<file path="src/rtl/ipm2t_hssthp_rst_hpll_multi_v1_4.sv">
`default_nettype none
// ============================================================================
// Module   : ipm2t_hssthp_rst_hpll_multi_v1_4
// Brief    : Reset / power-up sequencer for up to four HPLLs of one HSSTHP
//            quad group. Walks powerdown, reset, VCO calibration with lock
//            debounce and timeout, divider sync and TX sync phases. Retries
//            automatically a bounded number of times, then parks in a sticky
//            failure state until a soft restart.
// Revision : 1.4 - per-PLL mask, programmable phases, timeout and retry
// ============================================================================
module ipm2t_hssthp_rst_hpll_multi_v1_4 #(
  parameter int         NUM_HPLL         = 2,
  parameter logic [3:0] LOCK_MASK        = 4'b0011,
  parameter int         PD_CYC           = 4000,
  parameter int         RST_CYC          = 100,
  parameter int         LOCK_DEB_CYC     = 2048,
  parameter int         LOCK_TIMEOUT_CYC = 65535,
  parameter int         SYNC_CYC         = 16,
  parameter int         MAX_RETRY        = 3
) (
  input  logic                clk,
  input  logic                rst_n,
  input  logic                i_hpll_rst,
  input  logic [NUM_HPLL-1:0] i_hpll_ready,
  output logic [NUM_HPLL-1:0] P_HPLL_POWERDOWN,
  output logic [NUM_HPLL-1:0] P_HPLL_RST,
  output logic [NUM_HPLL-1:0] P_HPLL_VCO_CALIB_EN,
  output logic [NUM_HPLL-1:0] P_REFCLK_DIV_SYNC,
  output logic [NUM_HPLL-1:0] P_HPLL_DIV_SYNC,
  output logic                o_tx_sync,
  output logic                o_hpll_done,
  output logic                o_fail,
  output logic [3:0]          o_retry_cnt,
  output logic [2:0]          o_state
);

  // Phase counter must hold the longest timed phase minus one.
  localparam int c_MAX_A   = (PD_CYC > RST_CYC) ? PD_CYC : RST_CYC;
  localparam int c_MAX_B   = (LOCK_TIMEOUT_CYC > SYNC_CYC) ? LOCK_TIMEOUT_CYC : SYNC_CYC;
  localparam int c_MAX_CYC = (c_MAX_A > c_MAX_B) ? c_MAX_A : c_MAX_B;
  localparam int c_CW      = $clog2(c_MAX_CYC);
  localparam int c_DW      = $clog2(LOCK_DEB_CYC);

  localparam logic [c_CW-1:0] c_PD_LAST   = c_CW'(PD_CYC - 1);
  localparam logic [c_CW-1:0] c_RST_LAST  = c_CW'(RST_CYC - 1);
  localparam logic [c_CW-1:0] c_TO_LAST   = c_CW'(LOCK_TIMEOUT_CYC - 1);
  localparam logic [c_CW-1:0] c_SYNC_LAST = c_CW'(SYNC_CYC - 1);
  localparam logic [c_CW-1:0] c_CNT_ONE   = c_CW'(1);
  localparam logic [c_DW-1:0] c_DEB_LAST  = c_DW'(LOCK_DEB_CYC - 1);
  localparam logic [c_DW-1:0] c_DEB_ONE   = c_DW'(1);
  localparam logic [3:0]      c_MAX_RETRY = 4'(MAX_RETRY);

  // Participating PLLs; bits at or above NUM_HPLL simply fall off.
  localparam logic [NUM_HPLL-1:0] c_PART = LOCK_MASK[NUM_HPLL-1:0];

  typedef enum logic [2:0] {
    ST_PD      = 3'd0,
    ST_RST     = 3'd1,
    ST_CAL     = 3'd2,
    ST_DIVSYNC = 3'd3,
    ST_TXSYNC  = 3'd4,
    ST_DONE    = 3'd5,
    ST_FAIL    = 3'd7
  } state_e;

  state_e              state_q, state_d;
  logic [c_CW-1:0]     cnt_q, cnt_d;
  logic [c_DW-1:0]     deb_q, deb_d;
  logic [3:0]          retry_q, retry_d;
  logic [NUM_HPLL-1:0] sync1_q, sync2_q;
  logic                lock;
  logic                take_retry;

  logic [NUM_HPLL-1:0] pd_q, pd_d;
  logic [NUM_HPLL-1:0] prst_q, prst_d;
  logic [NUM_HPLL-1:0] cal_q, cal_d;
  logic [NUM_HPLL-1:0] div_q, div_d;
  logic                tx_q, tx_d;
  logic                done_q, done_d;
  logic                fail_q, fail_d;

  // Two-flop synchronizer for the asynchronous raw lock indications.
  always_ff @(posedge clk or negedge rst_n) begin
    if (!rst_n) begin
      sync1_q <= '0;
      sync2_q <= '0;
    end else begin
      sync1_q <= i_hpll_ready;
      sync2_q <= sync1_q;
    end
  end

  // Non-participating bits are forced true so an empty mask reads as locked.
  assign lock = &(sync2_q | ~c_PART);

  // Next-state, phase counter, debounce counter and retry bookkeeping.
  always_comb begin
    state_d    = state_q;
    cnt_d      = cnt_q + c_CNT_ONE;
    deb_d      = '0;
    retry_d    = retry_q;
    take_retry = 1'b0;
    if (i_hpll_rst) begin
      state_d = ST_PD;
      cnt_d   = '0;
      retry_d = 4'd0;
    end else begin
      case (state_q)
        ST_PD:  if (cnt_q == c_PD_LAST)  state_d = ST_RST;
        ST_RST: if (cnt_q == c_RST_LAST) state_d = ST_CAL;
        ST_CAL: begin
          if (lock) deb_d = deb_q + c_DEB_ONE;
          // A completed debounce wins over a simultaneous timeout.
          if (lock && deb_q == c_DEB_LAST) state_d = ST_DIVSYNC;
          else if (cnt_q == c_TO_LAST)     take_retry = 1'b1;
        end
        ST_DIVSYNC: begin
          if (!lock)                       take_retry = 1'b1;
          else if (cnt_q == c_SYNC_LAST)   state_d = ST_TXSYNC;
        end
        ST_TXSYNC: begin
          if (!lock)                       take_retry = 1'b1;
          else if (cnt_q == c_SYNC_LAST)   state_d = ST_DONE;
        end
        ST_DONE: begin
          cnt_d = cnt_q;
          if (!lock) take_retry = 1'b1;
        end
        ST_FAIL: cnt_d = cnt_q;
        default: state_d = ST_PD;
      endcase
      if (take_retry) begin
        if (retry_q < c_MAX_RETRY) begin
          state_d = ST_PD;
          retry_d = (retry_q == 4'hF) ? retry_q : retry_q + 4'd1;
        end else begin
          state_d = ST_FAIL;
        end
      end
      if (state_d != state_q) begin
        cnt_d = '0;
        deb_d = '0;
      end
    end
  end

  // Per-PLL and status outputs decoded from the next state so they register
  // on the same edge as the state itself.
  always_comb begin
    pd_d   = ~c_PART;
    prst_d = ~c_PART;
    cal_d  = '0;
    div_d  = '0;
    tx_d   = 1'b0;
    done_d = 1'b0;
    fail_d = 1'b0;
    if (state_d inside {ST_PD, ST_FAIL})         pd_d   = '1;
    if (state_d inside {ST_PD, ST_RST, ST_FAIL}) prst_d = '1;
    if (state_d == ST_CAL)     cal_d  = c_PART;
    if (state_d == ST_DIVSYNC) div_d  = c_PART;
    if (state_d == ST_TXSYNC)  tx_d   = 1'b1;
    if (state_d == ST_DONE)    done_d = 1'b1;
    if (state_d == ST_FAIL)    fail_d = 1'b1;
  end

  // State, counters and registered outputs.
  always_ff @(posedge clk or negedge rst_n) begin
    if (!rst_n) begin
      state_q <= ST_PD;
      cnt_q   <= '0;
      deb_q   <= '0;
      retry_q <= 4'd0;
      pd_q    <= '1;
      prst_q  <= '1;
      cal_q   <= '0;
      div_q   <= '0;
      tx_q    <= 1'b0;
      done_q  <= 1'b0;
      fail_q  <= 1'b0;
    end else begin
      state_q <= state_d;
      cnt_q   <= cnt_d;
      deb_q   <= deb_d;
      retry_q <= retry_d;
      pd_q    <= pd_d;
      prst_q  <= prst_d;
      cal_q   <= cal_d;
      div_q   <= div_d;
      tx_q    <= tx_d;
      done_q  <= done_d;
      fail_q  <= fail_d;
    end
  end

  assign P_HPLL_POWERDOWN    = pd_q;
  assign P_HPLL_RST          = prst_q;
  assign P_HPLL_VCO_CALIB_EN = cal_q;
  assign P_REFCLK_DIV_SYNC   = div_q;
  assign P_HPLL_DIV_SYNC     = div_q;
  assign o_tx_sync           = tx_q;
  assign o_hpll_done         = done_q;
  assign o_fail              = fail_q;
  assign o_retry_cnt         = retry_q;
  assign o_state             = state_q;

endmodule
`default_nettype wire

</file>
<file path="config.mk">
export PLATFORM = sky130hd
export DESIGN_NAME = ipm2t_hssthp_rst_hpll_multi_v1_4
export DESIGN_NICKNAME = d
export VERILOG_FILES = /design/src/rtl/ipm2t_hssthp_rst_hpll_multi_v1_4.sv
export SDC_FILE = /design/constraint.sdc
export NUM_CORES = 1
export LEC_CHECK = 0
export CELL_PAD_IN_SITES_DETAIL_PLACEMENT = 0
export CELL_PAD_IN_SITES_GLOBAL_PLACEMENT = 1
export CORE_ASPECT_RATIO = 1.75
export CORE_MARGIN = 2
export CORE_UTILIZATION = 40
export CTS_BUF_LIST = sky130_fd_sc_hd__clkbuf_8
export CTS_CLUSTER_DIAMETER = 120
export DETAILED_ROUTE_END_ITERATION = 16
export PLACE_DENSITY_LB_ADDON = 0.1
export SYNTH_ARGS = -nofsm -noshare
export SYNTH_HDL_FRONTEND = slang
export SYNTH_SLANG_ARGS = --single-unit
</file>
<file path="constraint.sdc">
create_clock -name clk -period 2.6 [get_ports clk]
set_input_delay 0.26 -clock clk [delete_from_list [all_inputs] [get_ports clk]]
set_output_delay 0.26 -clock clk [all_outputs]
set_load 0.05 [all_outputs]
</file>
==> results.sh <==
export IMPL_synth_area_per_cell_um2=10.17
export IMPL_grt_pass1_wl_mm=8.749
export IMPL_seq_area_frac_synth_pct=47.23
export IMPL_clk_pin_slew_ns=0.09
export IMPL_post_drt_wl_per_cell_um=14.63
export IMPL_synth_seq_cells=45
export IMPL_core_um2=5833
export IMPL_ir_drop_mv=0.3303
export IMPL_reg2reg_from="deb_q[0]"
export IMPL_cts_sinks=45
export IMPL_antenna_found_initial=0
export IMPL_hold_viol=0
export IMPL_die_h_um=106.3
export IMPL_min_period_over_period_pct=94.37
export IMPL_fin_util_pct=48.99
export IMPL_drv_slew=0
export IMPL_numCtsBuffers=5
export IMPL_skew_ns=0.01025
export IMPL_ff2ff_setup_slack_ns=0.15
export IMPL_grt_pass1_vias=1863
export IMPL_io_pin_count=25
export IMPL_min_path_type="in -> async"
export IMPL_tightest_slew_ns=0.9904
export IMPL_synthCells=235
export IMPL_power_density_nw_per_um2=416.8
export IMPL_dp_cells=338
export IMPL_whs_ns=0.1083
export IMPL_viasPerCell=5.164
export IMPL_synth_mux_area_fraction_pct=0.4188
export IMPL_synth_top_family_by_area="simple AND/OR/NAND/NOR gates"
export IMPL_postLayoutSetupSlackWorst_ns=0.1464
export IMPL_totalWireLength_mm=5.090
export IMPL_synth_compound_area_share_pct=7.801
export IMPL_max_freq_ghz=0.4076
export IMPL_ant_nets=0
export IMPL_r2r_end="deb_q[10]"
export IMPL_power_mw=1.191
export IMPL_dp_slack_ns=0.1638
export IMPL_row_count=37
export IMPL_path_class="reg -> reg"
export IMPL_ctsLongestPathBuffers=2
export IMPL_dr_pass1_iters=4
export IMPL_syn_nets=244
export IMPL_die_x_um=62.43
export IMPL_grt_remaining_overflow=0
export IMPL_initial_core_util_pct=40.97
export IMPL_drive_above_1_share_pct=16.30
export IMPL_cap_violations=0
export IMPL_n_antenna_cell=0
export IMPL_portBuffers=24
export IMPL_min_period_ns=2.454
export IMPL_die_area_um2=6633
export IMPL_slew_headroom_pct=33.98
export IMPL_cts_root_buf="clkbuf_8"
export IMPL_drc_errors=0
export IMPL_gp_congestion=0.8547
export IMPL_yosysWarnings=0
export IMPL_grt_max_degree=46
export IMPL_path_max_fanout=5
export IMPL_yosys_area_share_simple_pct=28.90
export IMPL_synthAdderAreaFrac_pct=2.094
export IMPL_finalSetupViolCount=0
export IMPL_ctsHoldBuffers=0
export IMPL_hpwl_mm=3.821
export IMPL_num_vias=1797
export IMPL_crit_required_ns=2.85
export IMPL_nets=278
export IMPL_endpoint_kind="flip-flop"
export IMPL_syn_area_um2=2390
export IMPL_cp_data_arrival_time_ns=2.70
export IMPL_fin_cells=348
export IMPL_syn2layout_area_growth_pct=19.58
export IMPL_clock_latency_ns=0.31
export IMPL_rsz0062_at_grt="true"
export IMPL_track_usage_pct=16.76
export IMPL_drt_iter0_markers=60
export IMPL_power_leakage_nw=1.168
export IMPL_tritoncts="yes"
export IMPL_synth_xor_area_share_pct=9.162
export IMPL_status="finished, final reports clean"
export IMPL_reg2regPathDepth=7
export IMPL_start_kind="flip-flop"
export IMPL_cts_max_level=2
export IMPL_synth_cell_types=54
-- registers in the layout, summed over array words and instances (netlist names), 2 cells and up --
signal	count
cnt_q	16
deb_q	11
o_retry_cnt	4
o_state	3
sync1_q	2
sync2_q	2
-- worst max-delay path: stages (launching register included) --
cell and delay, ns:
dfrtp_1 0.41, ha_1 0.22, nand3_2 0.15, nor4_4 0.46
nor3_1 0.16, or4b_1 0.51, or3_4 0.38, nor2_1 0.11
-- stage by stage --
step / instance area (µm²) / setup TNS [ns]
2_1_floorplan: 2390 / 0
3_3_place_gp: 2738 / 0
3_5_place_dp: 2738 / 0
4_1_cts: 2824 / 0
5_1_grt: 2858 / -0.02760
6_report: 2858 / 0
-- synthesized netlist by cell type, drive strengths merged --
library cell	number	area share (%)
nor2b	2	0.52
nand2	19	3.0
a221oi	1	0.63
a211oi	3	0.94
a21oi	4	0.84
a22o	1	0.37
a32oi	1	0.37
nor4b	2	1.4
nand2b	1	0.37
inv	6	0.94
and4	2	0.73
nor2	39	6.1
buf	11	3.3
a31oi	2	0.52
a41oi	1	0.37
nand4	6	1.8
and3b	2	0.73
nor3b	1	0.31
and2	5	1.3
o21ai	3	0.63
and3	3	0.79
or3	4	1.3
nand4b	1	0.37
ha	4	2.1
or3b	1	0.37
clkbuf	1	0.16
a32o	1	0.42
xor2	14	5.1
mux2i	1	0.42
or4b	1	0.42
a31o	1	0.37
nor4bb	1	0.42
a311oi	1	0.37
dfrtp	43	45
o211ai	2	1.0
nor4	7	3.4
o311ai	1	0.37
a21o	1	0.31
nand3	11	2.5
nor3	10	3.1
xnor2	11	4.0
o22ai	1	0.26
dfstp	2	2.2
-- worst max path at each step --
stage,startpoint,to,cells past startpoint
CTS,cnt_q[13],deb_q[3],8
global route,deb_q[0],deb_q[8],7
floorplan,o_state[0],deb_q[10],8
finish,deb_q[0],deb_q[10],7
global placement,deb_q[0],deb_q[6],7
detailed placement,cnt_q[13],deb_q[3],8
-- power breakdown --
group	total (mW)	switching, mW	internal, mW	leakage [nW]
clock	0.428	0.242	0.186	0.0439
sequential	0.714	0.00719	0.707	0.610
combinational	0.0498	0.0322	0.0176	0.514
total	1.19	0.281	0.910	1.17
-- area by class of cell --
class,instances,area [µm²]
Fill cell,590,2975
Multi-Input combinational cell,172,1175
Sequential cell,45,1129
Timing Repair Buffer,39,347.8
Tap cell,78,97.59
Clock buffer,5,68.82
Inverter,6,22.52
Clock inverter,3,17.52
-- routing by layer --
| layer | share of wire (%) | global-route usage, % | wire [µm] | vias to the layer above |
|---|---|---|---|---|
| met5 | 0 | 0 | 0 | - |
| met4 | 2.8 | 7.143 | 141 | 0 |
| met3 | 3.1 | 3.386 | 156 | 10 |
| met2 | 54 | 30.88 | 2746 | 38 |
| met1 | 40 | 18.37 | 2045 | 868 |
| li1 | - | - | - | 881 |
-- layout by cell type, fill, tap and decap left out, types with 3 or more instances in the layout --
master and n:
dfrtp_1 43, nand3_1 10, nor4_4 3, nor3_2 5, nor3_1 5, nand2_1 19, xnor2_1 11, nor2_1 39
xor2_1 14, and2_1 4, or3_1 3, a21oi_1 3, and3_1 3, buf_4 15, nor4_1 3, ha_1 4
inv_1 6, nand4_1 5, clkdlybuf4s50_1 23, a211oi_1 3, clkbuf_8 5
-- timing repair --
item | in CTS | in global routing
gates resized for setup | 0 | 3
endpoints found under the setup margin | 0 | 7
buffers inserted | 0 | 2
-- kinds of logic after synthesis --
logic type | Yosys count
buffers and inverters | 18
adders and majority gates | 4
AOI/OAI and AO/OA | 24
and+or+nand+nor | 118
DFF | 45
xor gates and xnor gates | 25
muxes | 1
No activity file was read; power rests on OpenSTA's default activity.
